[src/rtl/snn_spike_io.sv]
// Multi-channel spike I/O front end: input synchronisers/edge pulses,
// sticky output flags, saturating counters and 4-phase counter readout.
// Optional build macro: SNN_SPIKE_IO_TIMESTAMP_EN (adds rd_tstamp).
module snn_spike_io #(
  parameter int NUM_INPUTS  = 1,
  parameter int NUM_OUTPUTS = 1,
  parameter int SYNC_STAGES = 2,
  parameter int COUNT_WIDTH = 16,
  parameter int SEL_WIDTH   =
    ($clog2(NUM_OUTPUTS) > 0) ? $clog2(NUM_OUTPUTS) : 1
) (
  input  logic                   clk,
  input  logic                   rst,
  input  logic [NUM_INPUTS-1:0]  spike_in,
  output logic [NUM_INPUTS-1:0]  net_spike_in,
  input  logic [NUM_OUTPUTS-1:0] net_spike_out,
  output logic [NUM_OUTPUTS-1:0] spike_out,
  input  logic                   clear,
  input  logic                   rd_req,
  input  logic [SEL_WIDTH-1:0]   rd_sel,
  output logic                   rd_ack,
  output logic [COUNT_WIDTH-1:0] rd_count
`ifdef SNN_SPIKE_IO_TIMESTAMP_EN
  ,
  output logic [COUNT_WIDTH-1:0] rd_tstamp
`endif
);

  localparam logic [COUNT_WIDTH-1:0] CNT_MAX = '1;

  typedef enum logic [1:0] {
    S_IDLE,
    S_SNAP,
    S_ACK
  } rd_state_e;

  logic [NUM_INPUTS-1:0]  sync_q [SYNC_STAGES];
  logic [NUM_INPUTS-1:0]  prev_q;
  logic [COUNT_WIDTH-1:0] cnt_q  [NUM_OUTPUTS];

  rd_state_e              state_q, state_d;
  logic [SEL_WIDTH-1:0]   sel_q, sel_d;
  logic                   ack_d;
  logic [COUNT_WIDTH-1:0] rd_count_d;
  logic [COUNT_WIDTH-1:0] snap_cnt;

`ifdef SNN_SPIKE_IO_TIMESTAMP_EN
  logic [COUNT_WIDTH-1:0] ts_q;
  logic [COUNT_WIDTH-1:0] last_q [NUM_OUTPUTS];
  logic [COUNT_WIDTH-1:0] rd_tstamp_d;
  logic [COUNT_WIDTH-1:0] snap_ts;
`endif

  // Pin synchroniser chain plus registered rising-edge detect
  always_ff @(posedge clk or negedge rst) begin
    if (!rst) begin
      for (int k = 0; k < SYNC_STAGES; k++)
        sync_q[k] <= '0;
      prev_q       <= '0;
      net_spike_in <= '0;
    end else begin
      sync_q[0] <= spike_in;
      for (int k = 1; k < SYNC_STAGES; k++)
        sync_q[k] <= sync_q[k-1];
      prev_q       <= sync_q[SYNC_STAGES-1];
      net_spike_in <= sync_q[SYNC_STAGES-1] & ~prev_q;
    end
  end

  // Sticky flags and saturating counters; a spike wins over clear
  always_ff @(posedge clk or negedge rst) begin
    if (!rst) begin
      spike_out <= '0;
      for (int j = 0; j < NUM_OUTPUTS; j++)
        cnt_q[j] <= '0;
    end else begin
      for (int j = 0; j < NUM_OUTPUTS; j++) begin
        if (net_spike_out[j]) begin
          spike_out[j] <= 1'b1;
          if (clear)
            cnt_q[j] <= COUNT_WIDTH'(1);
          else if (cnt_q[j] != CNT_MAX)
            cnt_q[j] <= cnt_q[j] + 1'b1;
        end else if (clear) begin
          spike_out[j] <= 1'b0;
          cnt_q[j]     <= '0;
        end
      end
    end
  end

`ifdef SNN_SPIKE_IO_TIMESTAMP_EN
  // Free-running timestamp and per-channel last-spike time
  always_ff @(posedge clk or negedge rst) begin
    if (!rst) begin
      ts_q <= '0;
      for (int j = 0; j < NUM_OUTPUTS; j++)
        last_q[j] <= '0;
    end else begin
      ts_q <= ts_q + 1'b1;
      for (int j = 0; j < NUM_OUTPUTS; j++) begin
        if (net_spike_out[j])
          last_q[j] <= ts_q;
        else if (clear)
          last_q[j] <= '0;
      end
    end
  end
`endif

  // Selected-channel mux; out-of-range selects read as zero
  always_comb begin
    snap_cnt = '0;
`ifdef SNN_SPIKE_IO_TIMESTAMP_EN
    snap_ts = '0;
`endif
    for (int j = 0; j < NUM_OUTPUTS; j++) begin
      if (sel_q == SEL_WIDTH'(j)) begin
        snap_cnt = cnt_q[j];
`ifdef SNN_SPIKE_IO_TIMESTAMP_EN
        snap_ts = last_q[j];
`endif
      end
    end
  end

  // Readout FSM state and registered handshake outputs
  always_ff @(posedge clk or negedge rst) begin
    if (!rst) begin
      state_q  <= S_IDLE;
      sel_q    <= '0;
      rd_ack   <= 1'b0;
      rd_count <= '0;
`ifdef SNN_SPIKE_IO_TIMESTAMP_EN
      rd_tstamp <= '0;
`endif
    end else begin
      state_q  <= state_d;
      sel_q    <= sel_d;
      rd_ack   <= ack_d;
      rd_count <= rd_count_d;
`ifdef SNN_SPIKE_IO_TIMESTAMP_EN
      rd_tstamp <= rd_tstamp_d;
`endif
    end
  end

  // Readout FSM next-state: IDLE -> SNAP -> ACK -> IDLE
  always_comb begin
    state_d    = state_q;
    sel_d      = sel_q;
    ack_d      = rd_ack;
    rd_count_d = rd_count;
`ifdef SNN_SPIKE_IO_TIMESTAMP_EN
    rd_tstamp_d = rd_tstamp;
`endif
    unique case (state_q)
      S_IDLE: begin
        if (rd_req) begin
          sel_d   = rd_sel;
          state_d = S_SNAP;
        end
      end
      S_SNAP: begin
        rd_count_d = snap_cnt;
`ifdef SNN_SPIKE_IO_TIMESTAMP_EN
        rd_tstamp_d = snap_ts;
`endif
        ack_d   = 1'b1;
        state_d = S_ACK;
      end
      S_ACK: begin
        if (!rd_req) begin
          ack_d   = 1'b0;
          state_d = S_IDLE;
        end
      end
      default: begin
        ack_d   = 1'b0;
        state_d = S_IDLE;
      end
    endcase
  end

endmodule
[config.mk]
export PLATFORM = sky130hd
export DESIGN_NAME = snn_spike_io
export DESIGN_NICKNAME = d
export VERILOG_FILES = /design/src/rtl/snn_spike_io.sv
export SDC_FILE = /design/constraint.sdc
export NUM_CORES = 1
export LEC_CHECK = 0
export ABC_AREA = 1
export BUFFER_PORTS_ARGS = -buffer_cell sky130_fd_sc_hd__buf_2
export CORE_ASPECT_RATIO = 1.1
export CORE_MARGIN = 5
export CORE_UTILIZATION = 24
export DETAILED_ROUTE_END_ITERATION = 10
export GPL_TIMING_DRIVEN = 0
export MAX_ROUTING_LAYER = met4
export PLACE_DENSITY_LB_ADDON = 0.2
export REMOVE_ABC_BUFFERS = 1
export SYNTH_ARGS = -nofsm -noshare
export SYNTH_HDL_FRONTEND = slang
export SYNTH_SLANG_ARGS = --single-unit
[constraint.sdc]
create_clock -name clk -period 2.7 [get_ports clk]
set_input_delay 0.27 -clock clk [delete_from_list [all_inputs] [get_ports clk]]
set_output_delay 0.27 -clock clk [all_outputs]
set_load 0.05 [all_outputs]
Word level (Yosys, flattened, before mapping)
Index checks and enable logic that the tools add are counted.

word-level totals
  bits in registers = 41
  output and inout port bits = 19
  memory bits (read-only) = 0
  RAM bits = 0
  bits in latches = 0
  memories kept = 0

cells by class
  shift operators = 0
  eq/ne operators = 5
  $mul = 0
  add/sub/neg operators = 1
  reduce and logical (&&, ||, !) cells = 7
  magnitude comparators = 0
  divide/modulo/power cells = 0
  bitwise operators = 3
  muxes and demuxes = 12

operators with widths
  cell                                                                    count
  16-bit two-way mux                                                      5
  16-bit by 1-bit adder with 16-bit output (second input constant)        1
  16-bit inequality test (second input constant)                          1
  2-bit AND reduction                                                     4
  2-bit case mux with 3 select lines                                      1
  2-bit two-way mux                                                       2
  2-bit inequality test (second input constant)                           2
  2-bit nonzero test                                                      2
  1-bit two-way mux                                                       3
  1-bit case mux with 3 select lines                                      1
  2-bit by 1-bit equality test with 1-bit output (second input constant)  1
  2-bit equality test (second input constant)                             1
  2-bit zero test                                                         1
  1-bit NOT                                                               2
  1-bit bitwise AND                                                       1

Logic depth before layout (Yosys ltp)
Gate-level depths: netlist of the first run.

  depth after elaboration = 4
  gate-level depth with buffers = 10
  gate-level depth less buffers = 9

Worst setup path after synthesis of the first run
OpenSTA, ideal clock, no wires.

  kind = flip-flop to flip-flop
  from = register cnt_q[0] (netlist bit)
  to = register cnt_q[9] (netlist bit)
  stages on the path, launching flop included = 11
  period minus slack after synthesis = 1.370 ns
  required time = 2.587 ns
  buffers on the path = 1
  arrival = 1.257 ns
  setup slack = 1.330 ns
  path through = dfrtp_1 ha_1 inv_1 nor2_2 nand3_2 nor2_2 nor2_2 buf_6 nand2_1 nand2_1 inv_1

on the way
  longest elaborated chain between the ends = 4
  elaborated cells on any way between the ends = 7

RTL lines
  element                                   line  RTL
  start, declared                           39    logic [COUNT_WIDTH-1:0] cnt_q [NUM_OUTPUTS];
  start signal, assigned by index           83    cnt_q[j] <= cnt_q[j] + 1'b1;
  16-bit by 1-bit adder with 16-bit output  83
  16-bit two-way mux                        82    else if (cnt_q[j] != CNT_MAX)
  16-bit two-way mux                        80    if (clear)
  16-bit two-way mux                        78    if (net_spike_out[j]) begin

Parallel ways exist; a longest one is shown, timed or not. The select of a mux whose other input is x is not followed.
A chain may end at the register's enable or synchronous reset.

Worst setup path after layout of the first run
  from = register cnt_q[1] (netlist bit)
  to = register cnt_q[15] (netlist bit)

Same word-level chain as after synthesis.

==> impl_metrics.ini, run 1 <==
[setup_path]
r2r_end = cnt_q[15]
crit_arrival_ns = 2.09
cp_max_fo = 12
worstPathRequired_ns = 2.90
crit_buf_inv = 2
cp_top_family = simple AND/OR/NAND/NOR gates
r2r_cells = 9
r2r_slack_ns = 0.80
slowest_stage = nor2_2
endpoint_kind = register
cp_common_cell = nor2_2
critPathKind = register to register
max_stage_delay_ns = 0.56
reg2reg_from = cnt_q[1]
critPathLaunchType = register
crit_path_cell_trace = ha_1 -> inv_1 -> nor2_2 -> nand3_2 -> nor2_2 -> nor2_2 -> nand2_1 -> nand2_1 -> inv_1

[finish]
multi_input_area_sq_um = 857.1
fillers = 918
fin_cells = 381
syn2layout_area_growth_pct = 17.87
diodes = 0
finalNetCount = 277
ff_latch_area_sq_um = 1026
drive_gt1_frac = 0.2037

[die]
pin_count = 26
fp.coreArea_sq_um = 8320
die_h_um = 106.6
fp-row-count = 35
die_area_sq_um = 10430
die_w_um = 97.84
start_util = 0.2448

[sta]
slew_headroom = 0.3767
period_minus_slack_ns = 1.896
rsz0062_at_grt = no
fin_tns_setup_ns = 0
drv_slew = 0
period_share = 0.7022
finalClockSkew_ns = 0.004305
hold_viol = 0
setup_viol = 0
fmax_mhz = 527.4
worst_slew_pin_slew_ns = 0.9349

[global_routing]
grt_start_max_net_pins = 42
track_usage = 0.1064
grt_pass1_wl_mm = 8.673
grt_pass1_vias = 1735
grt_overflow = 0
antenna_found_initial = 0

[placement]
place_hpwl_mm = 3.393
place.gp.congestion = 0.7775
io_buffer_count = 25
dp_cells = 373

[synth]
synth_flop_cell = dfrtp_1
syn_area_per_cell_sq_um = 8.348
synth_enable_flop_cells = 0
synth_area_sq_um = 2037
ys_types = 25
postSynth.asyncResetShare = 1.000
ys_seq_area_frac = 0.5037
synth_top_area_cell = dfrtp_1
yosysTopAreaCellShare = 0.5037
syn_inst = 244
synth_area_leaders = dfrtp_1 (50%), nand2_1 (13%), inv_1 (5.5%)
yosysWarningCount = 0
ys_ff_latch = 41

[cts]
cts_buffers = 5
cts_tree = built
cts-root-buf = clkbuf_8
cts-resized-gates = 0
cts_buffer_depth = 2
htree_levels = 2
path_clk_slew_ns = 0.09
clock_latency_ns = 0.30
cts_sinks = 41
hold_buffers = 0
postCtsSetupBuffers = 0

[outcome]
status = finished clean

[run]
drv_cap = 0

[power_and_ir_drop]
peakVddDrop_mv = 0.2382
total_power_w = 0.001602
leakage_nw = 1.190
cellPowerDensity_nw_per_um2 = 667.2

[detailed_routing]
ant_nets = 0
wl_per_cell_um = 12.60
drt-pass1-iter-count = 4
vias = 1614
detail_route.vias_per_cell = 4.236
route.detailed.drc = 0
drt-initial-drc-count = 97
drt-total-wl_mm = 4.801

[worst_hold_path]
holdPathEnd = sync_q[1]
hp-start = spike_in
min_path_type = input pin to register
worstHoldPathCells = 1
-- Yosys cell counts (2+ instances only) --
library cell,count
buf_2,3
clkbuf_1,3
dfrtp_1,41
inv_1,30
nand2_1,73
nand2_2,4
nand3_1,16
nand4_1,10
nor2_1,19
nor2_2,6
o21ai_0,6
o21ai_2,7
o31ai_1,13
xor2_1,2
-- report_power, final --
| group | internal (W) | switching [W] | leakage, nW | total [W] |
|---|---|---|---|---|
| Sequential | 0.000663 | 0.0000633 | 0.551 | 0.000727 |
| Combinational | 0.0000560 | 0.000218 | 0.570 | 0.000274 |
| Clock | 0.000372 | 0.000229 | 0.0687 | 0.000602 |
-- kinds of logic (layout without fill, tap and decap cells) --
group                      after synthesis  after routing  synth area share
adders and majority gates                1              1          0.006142
AOI/OAI and AO/OA                       29             29            0.1044
DFF                                     41             41            0.5037
xor gates and xnor gates                 2              2          0.008601
and+or+nand+nor                        133            133            0.3016
buffers and inverters                   38             64           0.07555
-- registers in the layout (all words and copies together), names as in the netlist --
signal	flops
sync_q	2
net_spike_in	1
sel_q	1
rd_ack	1
rd_count	16
spike_out	1
cnt_q	16
state_q	2
prev_q	1
-- cells in the final DEF, fill, tap and decap left out, drive strengths merged --
cell type	count
xor2	2
a21boi	1
inv	32
bufinv	2
nand2	77
nand4	10
nor2	27
o211ai	1
dfrtp	41
clkbuf	5
nor3	1
o2111ai	1
ha	1
buf	25
nand3	18
o31ai	13
o21ai	13
-- through the flow --
step                      worst slack, ns    util  instance area [sq um]  hold WS [ns]
after CTS                          0.7890  0.2886                   2401       0.05021
after detailed placement           0.7974  0.2720                   2263        0.3404
after floorplan                     1.167       -                   1999      -0.02559
after global routing               0.6173  0.2886                   2401       0.04876
after global placement             0.8023  0.2720                   2263        0.3337
final                              0.8039  0.2886                   2401       0.07048
-- worst register-to-register path, delay by kind of cell (launching register included) --
| family | cells | cell delay, ns |
|---|---|---|
| adder cells (fa/ha/maj) | 1 | 0.26 |
| buffers and inverters | 2 | 0.16 |
| flip-flops | 1 | 0.43 |
| AND/OR/NAND/NOR | 6 | 0.96 |
-- worst max path at each step --
stage | from | end | slack (ns) | cells past startpoint
3_5_place_dp | cnt_q[1] | cnt_q[11] | 0.80 | 9
5_1_grt | cnt_q[1] | cnt_q[9] | 0.62 | 9
2_1_floorplan | cnt_q[0] | cnt_q[15] | 1.17 | 9
3_3_place_gp | cnt_q[1] | cnt_q[11] | 0.80 | 9
6_report | cnt_q[1] | cnt_q[15] | 0.80 | 9
4_1_cts | cnt_q[1] | cnt_q[11] | 0.79 | 9
-- area by class of cell --
| class | instances | share of cell area |
|---|---|---|
| flip-flops and latches | 41 | 0.4273 |
| multi-input cells | 165 | 0.3570 |
| inverters | 31 | 0.04846 |
| clock inverters | 3 | 0.02866 |
| clock buffers | 5 | 0.02866 |
| well taps | 111 | 0.05784 |
| repair buffers | 25 | 0.05211 |
-- per-layer routing --
layer | wire length, um | GRT usage | share of wire
met1 | 2281 | 0.1308 | 0.48
met2 | 2255 | 0.1683 | 0.47
met3 | 156 | 0.01822 | 0.032
met4 | 107 | 0.05539 | 0.022
met5 | 0 | - | 0
No activity file was read; power rests on OpenSTA's default activity.
==> run 2: changes to the inputs <==
--- a/config.mk
+++ b/config.mk
@@ -5,7 +5,7 @@
 export SDC_FILE = /design/constraint.sdc
 export NUM_CORES = 1
 export LEC_CHECK = 0
-export ABC_AREA = 1
+export ABC_AREA = 0
 export BUFFER_PORTS_ARGS = -buffer_cell sky130_fd_sc_hd__buf_2
 export CORE_ASPECT_RATIO = 1.1
 export CORE_MARGIN = 5
==> constraint.sdc (replaced) <==
create_clock -name clk -period 1.7 [get_ports clk]
set_input_delay 0.17 -clock clk [delete_from_list [all_inputs] [get_ports clk]]
set_output_delay 0.17 -clock clk [all_outputs]
set_load 0.05 [all_outputs]
==> run 2 against run 1 <==
Flip-flop and latch count unchanged. Synthesized cell count is 27% lower. Highest routed layer unchanged. Synthesized area fell by 10%. Worst setup slack worse by 0.78 ns. Wire length shrank 13%. Non-clock buffer count is 5 higher. Largest power group unchanged.
==> impl_metrics.ini, run 2 <==
[cts]
cts_buffer_depth = 2
path_clk_slew_ns = 0.08
clock_latency_ns = 0.29
htree_levels = 2
cts_sinks = 41
cts-root-buf = clkbuf_8
cts_tree = built
cts_buffers = 5

[sta]
layout_setup_ws_ns = 0.02517
finalClockSkew_ns = 0.006235
fmax_mhz = 597.1
setup_viol = 0
period_minus_slack_ns = 1.675
drv_slew = 0
worst_slew_pin_slew_ns = 0.9669
rsz0062_at_grt = yes
hold-worst-slack_ns = 0.03391
period_share = 0.9852
slew_headroom = 0.3554
hold_viol = 0

[global_routing]
grt_start_max_net_pins = 42
track_usage = 0.09840
grt_pass1_wl_mm = 7.079
grt_pass1_vias = 1388
antenna_found_initial = 0
grt_overflow = 0

[synth]
syn_area_per_cell_sq_um = 10.21
synth_top_area_cell = dfrtp_1
yosysWarningCount = 0
postSynth.asyncResetShare = 1.000
synth_area_sq_um = 1828
synth_area_leaders = dfrtp_1 (56%), o21ai_0 (5.7%), nand2_1 (4.5%)
synth_flop_cell = dfrtp_1
ys_seq_area_frac = 0.5613
ys_ff_latch = 41
ys_types = 37
ys_top_cells_by_count = dfrtp_1 (41), nand2_1 (22), o21ai_0 (21), nand2b_1 (12), nand3_1 (11)
synth_enable_flop_cells = 0
syn_inst = 179
synth.most_common_cell = dfrtp_1
yosysTopAreaCellShare = 0.5613

[placement]
placed_cell_area_sq_um = 2027
place.gp.congestion = 0.7794
place_hpwl_mm = 2.667
pre_cts_ws_ns = -0.1850
io_buffer_count = 25

[run]
drv_cap = 0

[setup_path]
cp-startpoint = cnt_q[5]
worstPathRequired_ns = 1.92
crit_arrival_ns = 1.90
critPathKind = register to register
cp_max_fo = 9
critPathLaunchType = register
r2r_cells = 4
reg2reg_from = cnt_q[5]
endpoint_kind = register

[power_and_ir_drop]
peakVddDrop_mv = 0.3614
leakage_nw = 1.005
cellPowerDensity_nw_per_um2 = 1058

[finish]
reg.largest.list = cnt_q x16, rd_count x16
mostFrequentLayoutCell = dfrtp_1
final_util = 0.2968
finalNetCount = 216
layout_common_cells = dfrtp_1 (36), buf_2 (25), nand2_1 (21), o21ai_0 (21), nand2b_1 (12)
fin_area_sq_um = 2206
fillers = 789
syn2layout_area_growth_pct = 20.67
drive_gt1_frac = 0.2308
diodes = 0

[detailed_routing]
drt-initial-drc-count = 40
detail_route.vias_per_cell = 4.756
vias = 1403
route.detailed.drc = 0
drt-total-wl_mm = 4.164
ant_nets = 0
drt-pass1-iter-count = 4
wl_per_cell_um = 14.12

[die]
fp.coreArea_sq_um = 7432
die_h_um = 101.5
pin_count = 26
die_w_um = 93.21
fp-row-count = 33
start_util = 0.2460
die_area_sq_um = 9464

[outcome]
status = finished clean

[worst_hold_path]
min_path_type = input pin to async pin
-- run 2: power breakdown --
part | switching (W) | internal (W) | total, W
Combinational | 0.000304 | 0.000122 | 0.000426
Sequential | 0.0000983 | 0.00105 | 0.00115
Clock | 0.000332 | 0.000427 | 0.000759
Total | 0.000734 | 0.00160 | 0.00233
-- run 2: timing repair --
item / 4_1_cts / 5_1_grt
endpoints found under the setup margin: 3 / 28
hold endpoints to repair: 1 / 0
pin swaps: 0 / 1
setup buffers: 3 / 1
hold buffers: 1 / 0
resized for setup: 7 / 3
cloned: 0 / 0
-- run 2: per-stage QoR --
step	setup TNS [ns]	cells	total power (W)
CTS	0	294	0.002376
floorplan	0	171	0.001435
global placement	-0.3189	283	0.001589
detailed placement	-0.3702	283	0.001596
finish	0	295	0.002334
global route	-0.2125	295	0.002470
-- run 2: final timing paths --
check                            end  slack [ns]
setup / recovery           cnt_q[11]        0.03
min in group clk               sel_q        0.12
setup reg to reg           cnt_q[11]        0.03
hold / removal              cnt_q[8]        0.03
hold reg to reg            sync_q[0]        0.36
max in group asynchronous   cnt_q[4]        1.00
-- run 2: area by class of cell --
type                       count  area [sq um]  share of cell area
inverter                       6         22.52             0.01021
clock inverter                 2         35.03             0.01588
sequential                    41          1032              0.4680
clock buffer                   5         68.82             0.03120
multi-input combinational    124         773.2              0.3505
tap                           87         108.9             0.04935
timing repair buffer          30         165.2             0.07487
-- run 2: cells by family (layout without fill, tap and decap cells) --
family / Yosys count / after routing / share of synthesized area
AND/OR/NAND/NOR: 79 / 79 / 0.2403
flip-flops: 41 / 41 / 0.5613
AO/OA/AOI/OAI: 34 / 34 / 0.1102
buffers and inverters: 14 / 43 / 0.03148
XOR/XNOR: 8 / 8 / 0.03833
multiplexers: 2 / 2 / 0.01164
adder cells (fa/ha/maj): 1 / 1 / 0.006844
-- run 2: routing by layer --
layer / wire [um] / GRT usage / up-vias
met5: 0 / - / -
met4: 36 / 0.03382 / 0
met3: 171 / 0.02229 / 2
met2: 2014 / 0.1535 / 30
met1: 1942 / 0.1263 / 687
li1: - / - / 684
-- run 2: worst max-delay path: stages (launching register included) --
cell	delay (ns)
dfrtp_1	0.40
nand4_4	0.21
or4_4	0.59
or3_1	0.31
nand3_1	0.08
